### src/rtl/alu_share_ctrl.sv
`default_nettype none
// ============================================================================
// Module   : alu_share_ctrl
// Brief    : Round-robin arbiter and sequencer sharing one combinational ALU
//            between two valid/ready command channels.
// Revision : 1.0
// ============================================================================
module alu_share_ctrl #(
    parameter int CNT_W = 16
) (
    input  logic             clk,
    input  logic             rst_n,
    input  logic             req0_valid,
    output logic             req0_ready,
    input  logic [7:0]       req0_a,
    input  logic [7:0]       req0_b,
    input  logic [3:0]       req0_op,
    input  logic             req1_valid,
    output logic             req1_ready,
    input  logic [7:0]       req1_a,
    input  logic [7:0]       req1_b,
    input  logic [3:0]       req1_op,
    output logic             rsp0_valid,
    input  logic             rsp0_ready,
    output logic             rsp1_valid,
    input  logic             rsp1_ready,
    output logic [7:0]       rsp_result,
    output logic             rsp_carry,
    output logic             rsp_dz,
    output logic [7:0]       alu_a,
    output logic [7:0]       alu_b,
    output logic [3:0]       alu_op,
    input  logic [7:0]       alu_result,
    input  logic             alu_carry,
    output logic             busy,
    output logic [CNT_W-1:0] cnt0,
    output logic [CNT_W-1:0] cnt1
);

    localparam logic [3:0] c_op_div = 4'b0011;

    typedef enum logic [1:0] {
        IDLE = 2'd0,
        EXEC = 2'd1,
        RESP = 2'd2
    } state_t;

    state_t           r_state;
    state_t           w_state_nxt;
    logic             r_prio;
    logic             r_owner;
    logic [7:0]       r_alu_a;
    logic [7:0]       r_alu_b;
    logic [3:0]       r_alu_op;
    logic [7:0]       r_result;
    logic             r_carry;
    logic             r_dz;
    logic [CNT_W-1:0] r_cnt [2];

    logic             w_grant0;
    logic             w_grant1;
    logic             w_accept;
    logic             w_rsp_done;
    logic [7:0]       w_sel_a;
    logic [7:0]       w_sel_b;
    logic [3:0]       w_sel_op;

    // A lone requester wins regardless of prio; prio only breaks ties.
    assign w_grant0   = req0_valid & (~req1_valid | ~r_prio);
    assign w_grant1   = req1_valid & (~req0_valid |  r_prio);
    assign req0_ready = (r_state == IDLE) & w_grant0;
    assign req1_ready = (r_state == IDLE) & w_grant1;
    assign w_accept   = req0_ready | req1_ready;

    assign w_sel_a    = w_grant1 ? req1_a  : req0_a;
    assign w_sel_b    = w_grant1 ? req1_b  : req0_b;
    assign w_sel_op   = w_grant1 ? req1_op : req0_op;

    assign w_rsp_done = (r_state == RESP) & (r_owner ? rsp1_ready : rsp0_ready);

    always_comb begin
        w_state_nxt = r_state;
        case (r_state)
            IDLE:    if (w_accept)   w_state_nxt = EXEC;
            EXEC:                    w_state_nxt = RESP;
            RESP:    if (w_rsp_done) w_state_nxt = IDLE;
            default:                 w_state_nxt = IDLE;
        endcase
    end

    always_ff @(posedge clk or negedge rst_n) begin
        if (!rst_n) begin
            r_state <= IDLE;
        end else begin
            r_state <= w_state_nxt;
        end
    end

    always_ff @(posedge clk or negedge rst_n) begin
        if (!rst_n) begin
            r_prio   <= 1'b0;
            r_owner  <= 1'b0;
            r_alu_a  <= 8'd0;
            r_alu_b  <= 8'd0;
            r_alu_op <= 4'd0;
            r_result <= 8'd0;
            r_carry  <= 1'b0;
            r_dz     <= 1'b0;
        end else begin
            if (w_accept) begin
                r_alu_a  <= w_sel_a;
                r_alu_b  <= w_sel_b;
                r_alu_op <= w_sel_op;
                r_owner  <= w_grant1;
                r_prio   <= ~w_grant1;
                r_dz     <= (w_sel_op == c_op_div) && (w_sel_b == 8'd0);
            end
            if (r_state == EXEC) begin
                r_result <= alu_result;
                r_carry  <= alu_carry;
            end
        end
    end

    for (genvar i = 0; i < 2; i++) begin : g_cnt
        localparam logic c_ch = (i != 0);
        always_ff @(posedge clk or negedge rst_n) begin
            if (!rst_n) begin
                r_cnt[i] <= '0;
            end else if (w_rsp_done && (r_owner == c_ch) && (r_cnt[i] != '1)) begin
                r_cnt[i] <= r_cnt[i] + {{(CNT_W-1){1'b0}}, 1'b1};
            end
        end
    end

    assign rsp0_valid = (r_state == RESP) & ~r_owner;
    assign rsp1_valid = (r_state == RESP) &  r_owner;
    assign rsp_result = r_result;
    assign rsp_carry  = r_carry;
    assign rsp_dz     = r_dz;
    assign alu_a      = r_alu_a;
    assign alu_b      = r_alu_b;
    assign alu_op     = r_alu_op;
    assign busy       = (r_state != IDLE);
    assign cnt0       = r_cnt[0];
    assign cnt1       = r_cnt[1];

endmodule
`default_nettype wire

### config.mk
export PLATFORM = sky130hd
export DESIGN_NAME = alu_share_ctrl
export DESIGN_NICKNAME = d
export VERILOG_FILES = /design/src/rtl/alu_share_ctrl.sv
export SDC_FILE = /design/constraint.sdc
export NUM_CORES = 1
export LEC_CHECK = 0
export ABC_AREA = 1
export CORE_ASPECT_RATIO = 0.6
export CORE_MARGIN = 3
export CORE_UTILIZATION = 45
export DETAILED_ROUTE_END_ITERATION = 7
export GPL_ROUTABILITY_DRIVEN = 1
export PLACE_DENSITY_LB_ADDON = 0.05
export SYNTH_ARGS = -nofsm -noshare
export SYNTH_HDL_FRONTEND = slang
export SYNTH_SLANG_ARGS = --single-unit
export TNS_END_PERCENT = 30
### constraint.sdc
create_clock -name clk -period 2.2 [get_ports clk]
set_input_delay 0.44 -clock clk [delete_from_list [all_inputs] [get_ports clk]]
set_output_delay 0.44 -clock clk [all_outputs]
set_load 0.03 [all_outputs]
==> impl_metrics.json, run 1 <==
{
  "io_pins": 122,
  "grt_use_met3_pct": 7.98,
  "yosys.area_share.adder_pct": 0.719,
  "synth_nets": 497,
  "crit_arrival_ns": 1.69,
  "worst-r2r-cell-count": 10,
  "setup_tns_ns": 0,
  "cp.depth": 5,
  "timing.rr.start": "cnt0[0]",
  "setup_ws_ns": 0.0727,
  "gp_routability_congestion": 0.909,
  "global_route.usage.total_pct": 21.9,
  "synth_compound_area_share_pct": 6.15,
  "timing.max_slew.rel_slack_pct": 52.9,
  "timing.final.crit_period_ns": 2.13,
  "synthArstFlopShare_pct": 100,
  "max_slew_violation_total_from_the_final_report": 0,
  "cts_max_path_buffers": 2,
  "grt_antenna_before_repair": 0,
  "fin_nets": 634,
  "cell_with_the_most_instances_after_synthesis": "nand2_1",
  "final.setup_skew_ns": 0.00710,
  "cp_slowest_stage_delay_ns": 0.52,
  "core.rowCount": 24,
  "synth_edf_count": 0,
  "hold_violation_total_from_the_final_report": 0,
  "cts-hold-fix-buffers": 0,
  "dpl_cell_area_um2": 4870,
  "globalRoute.busiestLayer": "met2",
  "detail_route.wl_per_cell_um": 13.7,
  "grt_start_max_net_pins": 31,
  "final_antenna_net_count": 0,
  "synthesis.area_um2": 3480,
  "synth_top_family_by_area": "simple AND/OR/NAND/NOR gates",
  "synthesis.instances": 440,
  "clk_latency_ns": 0.33,
  "cp_data_required_time_ns": 1.76,
  "synth_top_cell_area_share_pct": 47.5,
  "clock_tree.root_cell": "clkbuf_16",
  "dr.first_iter.drc_count": 274,
  "netlist_top_cells_count": "nand2_1, dfrtp_1, nor2_1, inv_1, nand3_1",
  "number_of_port_buffers": 121,
  "grt_pass1_vias": 3146,
  "cts_max_level": 3,
  "critPathLaunch": "req1_valid",
  "tightestPinTransition_ns": 0.706,
  "wirelength_um": 9420,
  "via_count": 3369,
  "place_hpwl_um": 7220,
  "synth_top_cells_by_area": "dfrtp_1, nand2_1, nor2_1, nand3_1, inv_1",
  "highest_attainable_clock_frequency_ghz": 0.470,
  "type_of_element_capturing_the_critical_path": "output pin",
  "clk_pin_slew_worst_paths_ns": 0.06,
  "max_cap_viol_count": 0,
  "synth-seq-cells": 66,
  "drc_errors": 0,
  "fin_area_um2": 5170,
  "die_h_um": 74.1,
  "relative_area_change_from_synthesis_to_final_layout_pct": 48.5,
  "die_area_um2": 8860,
  "run_status": "completed",
  "cts_made_buffers": 9,
  "worstSetupStartpointType": "input pin",
  "yosysWarningCount": 0,
  "grt_overflow": 0,
  "min_period_over_period_pct": 96.7,
  "post_drt_via_cell_ratio": 4.91,
  "worstSetupPathType": "input pin to output pin",
  "timing.critical_path.max_delay_family": "buffers and inverters",
  "setup_repair_after_global_routing_missed_its_margin": "no",
  "post_cts_resized": 2,
  "drtPass1Iterations": 4,
  "cts_setup_buffers": 0,
  "numClockSinks": 66,
  "cp_max_fo": 3,
  "grt_pass1_wl_um": 15300,
  "initial_core_utilization_pct": 47.1,
  "worst_hold_path_type": "input pin to async pin",
  "setup_violations": 0,
  "grt_use_met2_pct": 32.5,
  "synth-xor-area-share_pct": 5.54,
  "critical-path-slowest-cell": "clkdlybuf4s50_1",
  "die-width_um": 120,
  "synthesis.area_per_instance_um2": 7.91,
  "grt_use_met1_pct": 30.4,
  "main_flop_type_after_synthesis": "dfrtp_1",
  "worstPathCellList": "clkdlybuf4s50_1, nand2_1, nand4_1, clkinv_1, clkdlybuf4s15_1",
  "power_density_nw_per_um2": 1250,
  "placement.setup.worst_slack_ns": -0.211,
  "yosys.cell_types.count": 28,
  "layout_cells_sized_above_1_pct": 9.62,
  "tritoncts": "done",
  "cp_num_buf_inv": 3,
  "static_leakage_nw": 2.38,
  "synth.area.mux_share_pct": 2.91,
  "vdd_ir_drop_max_uv": 855,
  "ys_seq_area_share_pct": 47.5,
  "r2r_setup_slack_ns": 0.34,
  "synthSimpleGateAreaFrac_pct": 31.1,
  "core_area_um2": 7390,
  "synth_top_cell_by_area": "dfrtp_1",
  "nFillCells": 600,
  "inserted_diodes": 0
}
==> registers in the layout (all words and copies together) (netlist names) <==
name,count
r_state,2
r_prio,1
rsp_result,8
rsp_carry,1
r_owner,1
rsp_dz,1
alu_op,4
cnt1,16
alu_a,8
cnt0,16
alu_b,8
==> path summary, 6_finish.rpt <==
path,endpoint
worst max-delay path,req0_ready
worst min-delay path,cnt1[13]
worst max register to register,cnt0[14]
worst min register to register,alu_op[1]
max in group asynchronous,cnt1[1]
min in group clk,alu_op[1]
==> routing by layer <==
metal	vias up	wire [um]
met5	-	0
met4	0	153
met3	14	757
met2	123	4020
met1	1539	4490
li1	1693	-
==> stage by stage <==
step / utilization, % / std cells / hold slack, ns / total power [W]
6_report: 70.0 / 686 / 0.162 / 0.00648
5_1_grt: 70.0 / 686 / 0.214 / 0.00690
4_1_cts: 69.9 / 686 / 0.187 / 0.00655
3_5_place_dp: 66.0 / 670 / 0.466 / 0.00511
3_3_place_gp: 66.0 / 670 / 0.456 / 0.00504
2_1_floorplan: - / 440 / 0.144 / 0.00377
==> area by class of cell <==
class / instances / area, um2 / share of cell area (%)
sequential: 66 / 1650 / 32.0
multi-input combinational: 327 / 1620 / 31.3
timing repair buffer: 134 / 1330 / 25.7
clock buffer: 9 / 225 / 4.36
inverter: 39 / 149 / 2.88
tap: 104 / 130 / 2.52
clock inverter: 7 / 70.1 / 1.36
==> cell usage in the layout, fill, tap and decap left out, types with 2 or more instances in the layout <==
cell type / synthesis / layout
clkbuf_16: 0 / 9
clkinvlp_4: 0 / 4
dfrtp_1: 66 / 66
o21ai_1: 6 / 6
inv_2: 4 / 4
nand2_2: 4 / 4
a22oi_1: 7 / 7
mux2_2: 9 / 9
nand2_1: 164 / 164
clkinv_2: 0 / 2
xor2_1: 12 / 12
ha_1: 2 / 2
nor2_1: 43 / 43
nor3_1: 6 / 6
nand3_2: 2 / 2
a31oi_1: 10 / 10
clkdlybuf4s50_1: 0 / 116
buf_12: 0 / 2
nand4_1: 8 / 8
xnor2_1: 10 / 10
nor2_4: 2 / 2
clkinv_1: 3 / 3
buf_4: 2 / 12
o21ai_0: 12 / 12
nand3_1: 26 / 26
inv_1: 31 / 31
==> where the power goes <==
part	switching (W)	internal (W)	total (W)
clock network	0.000548	0.000872	0.00142
logic	0.00181	0.00128	0.00309
registers	0.000330	0.00164	0.00197
total	0.00269	0.00380	0.00648
==> logic make-up after synthesis <==
logic type               count (synthesis)
buffers and inverters                   47
adder cells (fa/ha/maj)                  2
XOR/XNOR                                22
AND/OR/NAND/NOR                        258
multiplexers                             9
AO/OA/AOI/OAI                           36
flip-flops                              66
==> worst register-to-register path, cell delays in order (launching register included) <==
cell and delay (ns):
dfrtp_1 0.45, ha_1 0.22, clkinv_1 0.13, nor2_4 0.19
inv_2 0.06, nor2_4 0.12, nand3_2 0.12, nand2_4 0.20
inv_4 0.12, nand2_1 0.09, nand2_1 0.05
Note: power is estimated with default switching activity, not from simulation.
==> run 2, diff against run 1 <==
Settings changed: CORE_MARGIN 3 to default, HOLD_SLACK_MARGIN from default to 0.15.
==> run 2 against run 1 <==
Against the previous run:
- die area fell by 8.6%
- core utilization rose by 0.66 points
- critical path depth unchanged
- combinational power about the same
- critical path type unchanged
==> impl_metrics.json, run 2 (same netlist as run 1, synthesis figures left out) <==
{
  "core.rowCount": 24,
  "grt_antenna_before_repair": 0,
  "layout_cells_sized_above_1_pct": 9.47,
  "worstSetupStartpointType": "input pin",
  "drtPass1Iterations": 5,
  "number_of_port_buffers": 121,
  "run_status": "completed",
  "post_drt_via_cell_ratio": 4.99,
  "die-width_um": 116,
  "detail_route.wl_per_cell_um": 13.7,
  "min_period_over_period_pct": 96.5,
  "clk_pin_slew_worst_paths_ns": 0.06,
  "cts_max_path_buffers": 2,
  "core_area_um2": 7360,
  "numClockSinks": 66,
  "mostFrequentLayoutCell": "nand2_1",
  "critPathLaunch": "req1_valid",
  "area_used_by_multi_input_combinational_logic_um2": 1620,
  "io_pins": 122,
  "cts_made_buffers": 9,
  "max_cap_viol_count": 0,
  "setup_tns_ns": 0,
  "layout.cells.most_common_list": "nand2_1, clkdlybuf4s50_1, dfrtp_1",
  "hold-worst-slack_ns": 0.170,
  "timing.rr.start": "cnt0[0]",
  "cp_max_fo": 6,
  "die_h_um": 70.1,
  "vdd_ir_drop_max_uv": 889,
  "setup_repair_after_global_routing_missed_its_margin": "no",
  "ff_latch_area_um2": 1650,
  "tritoncts": "done",
  "via_count": 3416,
  "timing.final.crit_period_ns": 2.12,
  "worst-r2r-cell-count": 10,
  "tightestPinTransition_ns": 0.737,
  "power_density_nw_per_um2": 1270,
  "cts_max_level": 3,
  "drc_errors": 0,
  "r2r_setup_slack_ns": 0.33,
  "cts_setup_buffers": 0,
  "final.setup_skew_ns": 0.00693,
  "type_of_element_capturing_the_critical_path": "output pin",
  "grt_pass1_wl_um": 15100,
  "hold_violation_total_from_the_final_report": 0,
  "worstSetupPathType": "input pin to output pin",
  "clock_tree.root_cell": "clkbuf_16",
  "initial_core_utilization_pct": 47.3,
  "static_leakage_nw": 2.40,
  "clk_latency_ns": 0.33,
  "worstReg2RegEnd": "cnt0[7]",
  "nFillCells": 586,
  "global_route.usage.total_pct": 24.4,
  "die_area_um2": 8100,
  "cts-hold-fix-buffers": 0,
  "relative_area_change_from_synthesis_to_final_layout_pct": 49.3,
  "grt_start_max_net_pins": 32,
  "place_hpwl_um": 7070,
  "setup_violations": 0,
  "cp_data_required_time_ns": 1.76,
  "dr.first_iter.drc_count": 194,
  "worst_hold_path_type": "input pin to async pin",
  "final_antenna_net_count": 0,
  "fin_nets": 633,
  "gp_routability_congestion": 0.893,
  "grt_overflow": 0,
  "wirelength_um": 9380,
  "highest_attainable_clock_frequency_ghz": 0.471,
  "grt_pass1_vias": 3121,
  "timing.max_slew.rel_slack_pct": 50.9,
  "max_slew_violation_total_from_the_final_report": 0,
  "inserted_diodes": 0,
  "crit_arrival_ns": 1.68
}
## run 2: what timing repair did
action	CTS	global route
gates cloned	0	0
resized for setup	1	1
setup endpoints to repair	1	1
endpoints found under the hold margin	0	0
## run 2: area by class of cell
type | instances | area share, %
multi-input combinational | 327 | 31.1
tap | 104 | 2.50
sequential | 66 | 31.8
timing repair buffer | 133 | 25.6
inverter | 39 | 2.87
clock buffer | 11 | 4.67
clock inverter | 5 | 1.49
## run 2: report_power, final
part / total [W] / leakage (nW) / switching, W / internal [W]
Combinational: 0.00309 / 1.41 / 0.00180 / 0.00129
Sequential: 0.00199 / 0.828 / 0.000342 / 0.00165
Clock: 0.00154 / 0.156 / 0.000519 / 0.00102
## run 2: critical path, cell delays in order
cell and delay, ns:
clkdlybuf4s50_1 0.54, nand2_1 0.20, nand4_1 0.19, clkinv_1 0.15, buf_12 0.16
## run 2: worst max-delay path by stage
stage,cells past startpoint,slack (ns),to
floorplan,11,0.35,cnt0[7]
global placement,5,0.15,req0_ready
detailed placement,5,0.12,req0_ready
CTS,4,0.02,rsp0_valid
global route,5,0.02,req0_ready
finish,5,0.08,req0_ready
## run 2: through the flow
step	area (um2)	util [%]	setup WS, ns	instances	total power (W)
final	5200	70.6	0.0779	685	0.00661
after floorplan	3480	-	0.348	440	0.00377
after detailed placement	4870	66.3	0.115	669	0.00509
after CTS	5190	70.6	0.0221	685	0.00666
after global routing	5200	70.6	0.0159	685	0.00700
after global placement	4870	66.3	0.154	669	0.00503
## run 2: metal layers
layer | GRT usage (%) | wire, um | vias to the layer above
li1 | - | - | 1686
met1 | 34.1 | 4440 | 1577
met2 | 36.1 | 4060 | 139
met3 | 6.94 | 693 | 14
met4 | 8.95 | 182 | 0
met5 | 0 | 0 | -
==> run 3, diff against run 2 <==
Settings changed: MAX_ROUTING_LAYER from default to met4.
Clock period 2.2 ns to 2.15 ns, I/O delays scaled along.
==> run 3 against run 2 <==
Against the previous run:
- register-to-register slack got worse by 0.09 ns
- die area did not move
- critical path type unchanged
- via count fell by 1.1%
- worst hold slack improved by 0.32 ns
==> impl_metrics.json, run 3 (same netlist as run 1, synthesis figures left out) <==
{
  "min_period_over_period_pct": 97.2,
  "io_pins": 122,
  "vdd_ir_drop_max_uv": 777,
  "layout.cells.most_common_list": "nand2_1, clkdlybuf4s50_1, dfrtp_1",
  "cts_max_path_buffers": 2,
  "numClockSinks": 66,
  "clockPowerShare_pct": 22.3,
  "core_area_um2": 7360,
  "static_leakage_nw": 2.38,
  "wirelength_um": 9510,
  "setup_violations": 0,
  "grt_pass1_wl_um": 15400,
  "run_status": "completed",
  "post-layout-total-power_w": 0.00670,
  "inserted_diodes": 0,
  "gp_routability_congestion": 0.864,
  "total_switching_power_w": 0.00274,
  "post-place-cells": 670,
  "cp_data_required_time_ns": 1.72,
  "die_h_um": 70.1,
  "crit_arrival_ns": 1.66,
  "cp_max_fo": 6,
  "post_drt_via_cell_ratio": 4.92,
  "power_density_nw_per_um2": 1290,
  "layout_cells_sized_above_1_pct": 9.78,
  "seq_power_share_pct": 30.3,
  "power.internal_w": 0.00396,
  "grt_antenna_before_repair": 0,
  "timing.rr.start": "cnt0[0]",
  "tightestPinTransition_ns": 0.528,
  "setup_tns_ns": 0,
  "drtPass1Iterations": 4,
  "grt_start_max_net_pins": 29,
  "die_area_um2": 8100,
  "hold_violation_total_from_the_final_report": 0,
  "critPathLaunch": "req1_valid",
  "power_frac_comb_pct": 47.4,
  "die-width_um": 116,
  "highest_attainable_clock_frequency_ghz": 0.479,
  "relative_area_change_from_synthesis_to_final_layout_pct": 49.4,
  "via_count": 3378,
  "critical-path-slowest-cell": "clkdlybuf4s50_1",
  "core.rowCount": 24,
  "cts_setup_buffers": 0,
  "setup_repair_after_global_routing_missed_its_margin": "no",
  "place_hpwl_um": 7060,
  "grt_pass1_vias": 3193,
  "global_route.usage.total_pct": 25.4,
  "cts_max_level": 3,
  "mostFrequentLayoutCell": "nand2_1",
  "clock_tree.root_cell": "clkbuf_16",
  "proportion_of_total_power_due_to_net_switching_pct": 40.9,
  "dr.first_iter.drc_count": 186,
  "tritoncts": "done",
  "worstSetupStartpointType": "input pin",
  "worst_hold_path_type": "flip-flop to flip-flop",
  "grt_overflow": 0,
  "clk_pin_slew_worst_paths_ns": 0.06,
  "cp_slowest_stage_delay_ns": 0.61,
  "drc_errors": 0,
  "worstSetupPathType": "input pin to output pin",
  "number_of_port_buffers": 121,
  "type_of_element_capturing_the_critical_path": "output pin",
  "final.setup_skew_ns": 0.00578,
  "detail_route.wl_per_cell_um": 13.8,
  "fin_nets": 635,
  "nFillCells": 596,
  "timing.max_slew.rel_slack_pct": 64.8,
  "timing.final.crit_period_ns": 2.09,
  "hold_path_startpoint": "alu_op[1]",
  "final_antenna_net_count": 0,
  "clk_latency_ns": 0.32,
  "max_cap_viol_count": 0,
  "initial_core_utilization_pct": 47.3,
  "cts_made_buffers": 9,
  "worstPathCellList": "clkdlybuf4s50_1, nand2_2, nand4_1, clkinv_1, buf_12",
  "max_slew_violation_total_from_the_final_report": 0,
  "finalNonFillerCells": 687,
  "hold-worst-slack_ns": 0.485
}
## run 3: cell count changes in the layout (fill, tap and decap cells not counted), sizes merged
| cell | change |
|---|---|
| buf | +1 |
| bufinv | -1 |
| clkbuf | +1 |
| clkinv | -1 |
| clkinvlp | +1 |
| dlygate4sd2 | +1 |
| dlygate4sd3 | +1 |
| dlymetal6s2s | -1 |
## run 3: metal layers
metal / track usage [%] / up-vias / part of all wire, %
met3: 7.55 / 8 / 6.8
li1: - / 1688 / -
met1: 35.5 / 1556 / 50
met2: 36.0 / 126 / 42
met5: - / - / 0
met4: 6.35 / 0 / 1.1
## run 3: area by class of cell
cell class | instances | area, um2 | share of cell area, %
Timing Repair Buffer | 135 | 1340 | 25.8
Tap cell | 104 | 130 | 2.50
Clock inverter | 4 | 50.0 | 0.963
Sequential cell | 66 | 1650 | 31.8
Clock buffer | 12 | 256 | 4.93
Inverter | 39 | 149 | 2.86
Multi-Input combinational cell | 327 | 1620 | 31.1
## run 3: what timing repair did
action | CTS | global route
gates cloned | 0 | 0
endpoints found under the hold margin | 20 | 0
hold buffers | 1 | 0
gates resized for setup | 2 | 1
setup endpoints to repair | 2 | 2
pin swaps | 0 | 0
## run 3: metrics by stage
stage	util [%]	setup slack, ns	instance area [um2]
after floorplan	-	0.298	3480
after global placement	66.4	0.0649	4880
after detailed placement	66.4	0.0490	4880
after CTS	70.6	0.0355	5200
after global routing	70.7	0.00701	5200
final	70.7	0.0610	5200
## run 3: worst max-delay path, delay by kind of cell
| family | cells | cell delay, ns |
|---|---|---|
| buffers and inverters | 3 | 0.91 |
| AND/OR/NAND/NOR | 2 | 0.31 |
## run 3: final timing paths
| path | cells after the start | slack, ns | end |
|---|---|---|---|
| setup / recovery | 5 | 0.06 | req0_ready |
| hold / removal | 2 | 0.48 | alu_op[1] |
| setup reg to reg | 10 | 0.24 | cnt0[8] |
| hold reg to reg | 2 | 0.48 | alu_op[1] |
| max in group asynchronous | 3 | 0.97 | alu_b[0] |
| min in group asynchronous | 2 | 0.61 | cnt1[3] |
## run 3: power groups by stage
stage / sequential, W / combinational [W] / clock [W]
after floorplan: 0.00277 / 0.00109 / 0
after global placement: 0.00203 / 0.00312 / 0
after detailed placement: 0.00204 / 0.00318 / 0
after CTS: 0.00203 / 0.00320 / 0.00152
after global routing: 0.00209 / 0.00343 / 0.00157
final: 0.00203 / 0.00318 / 0.00149
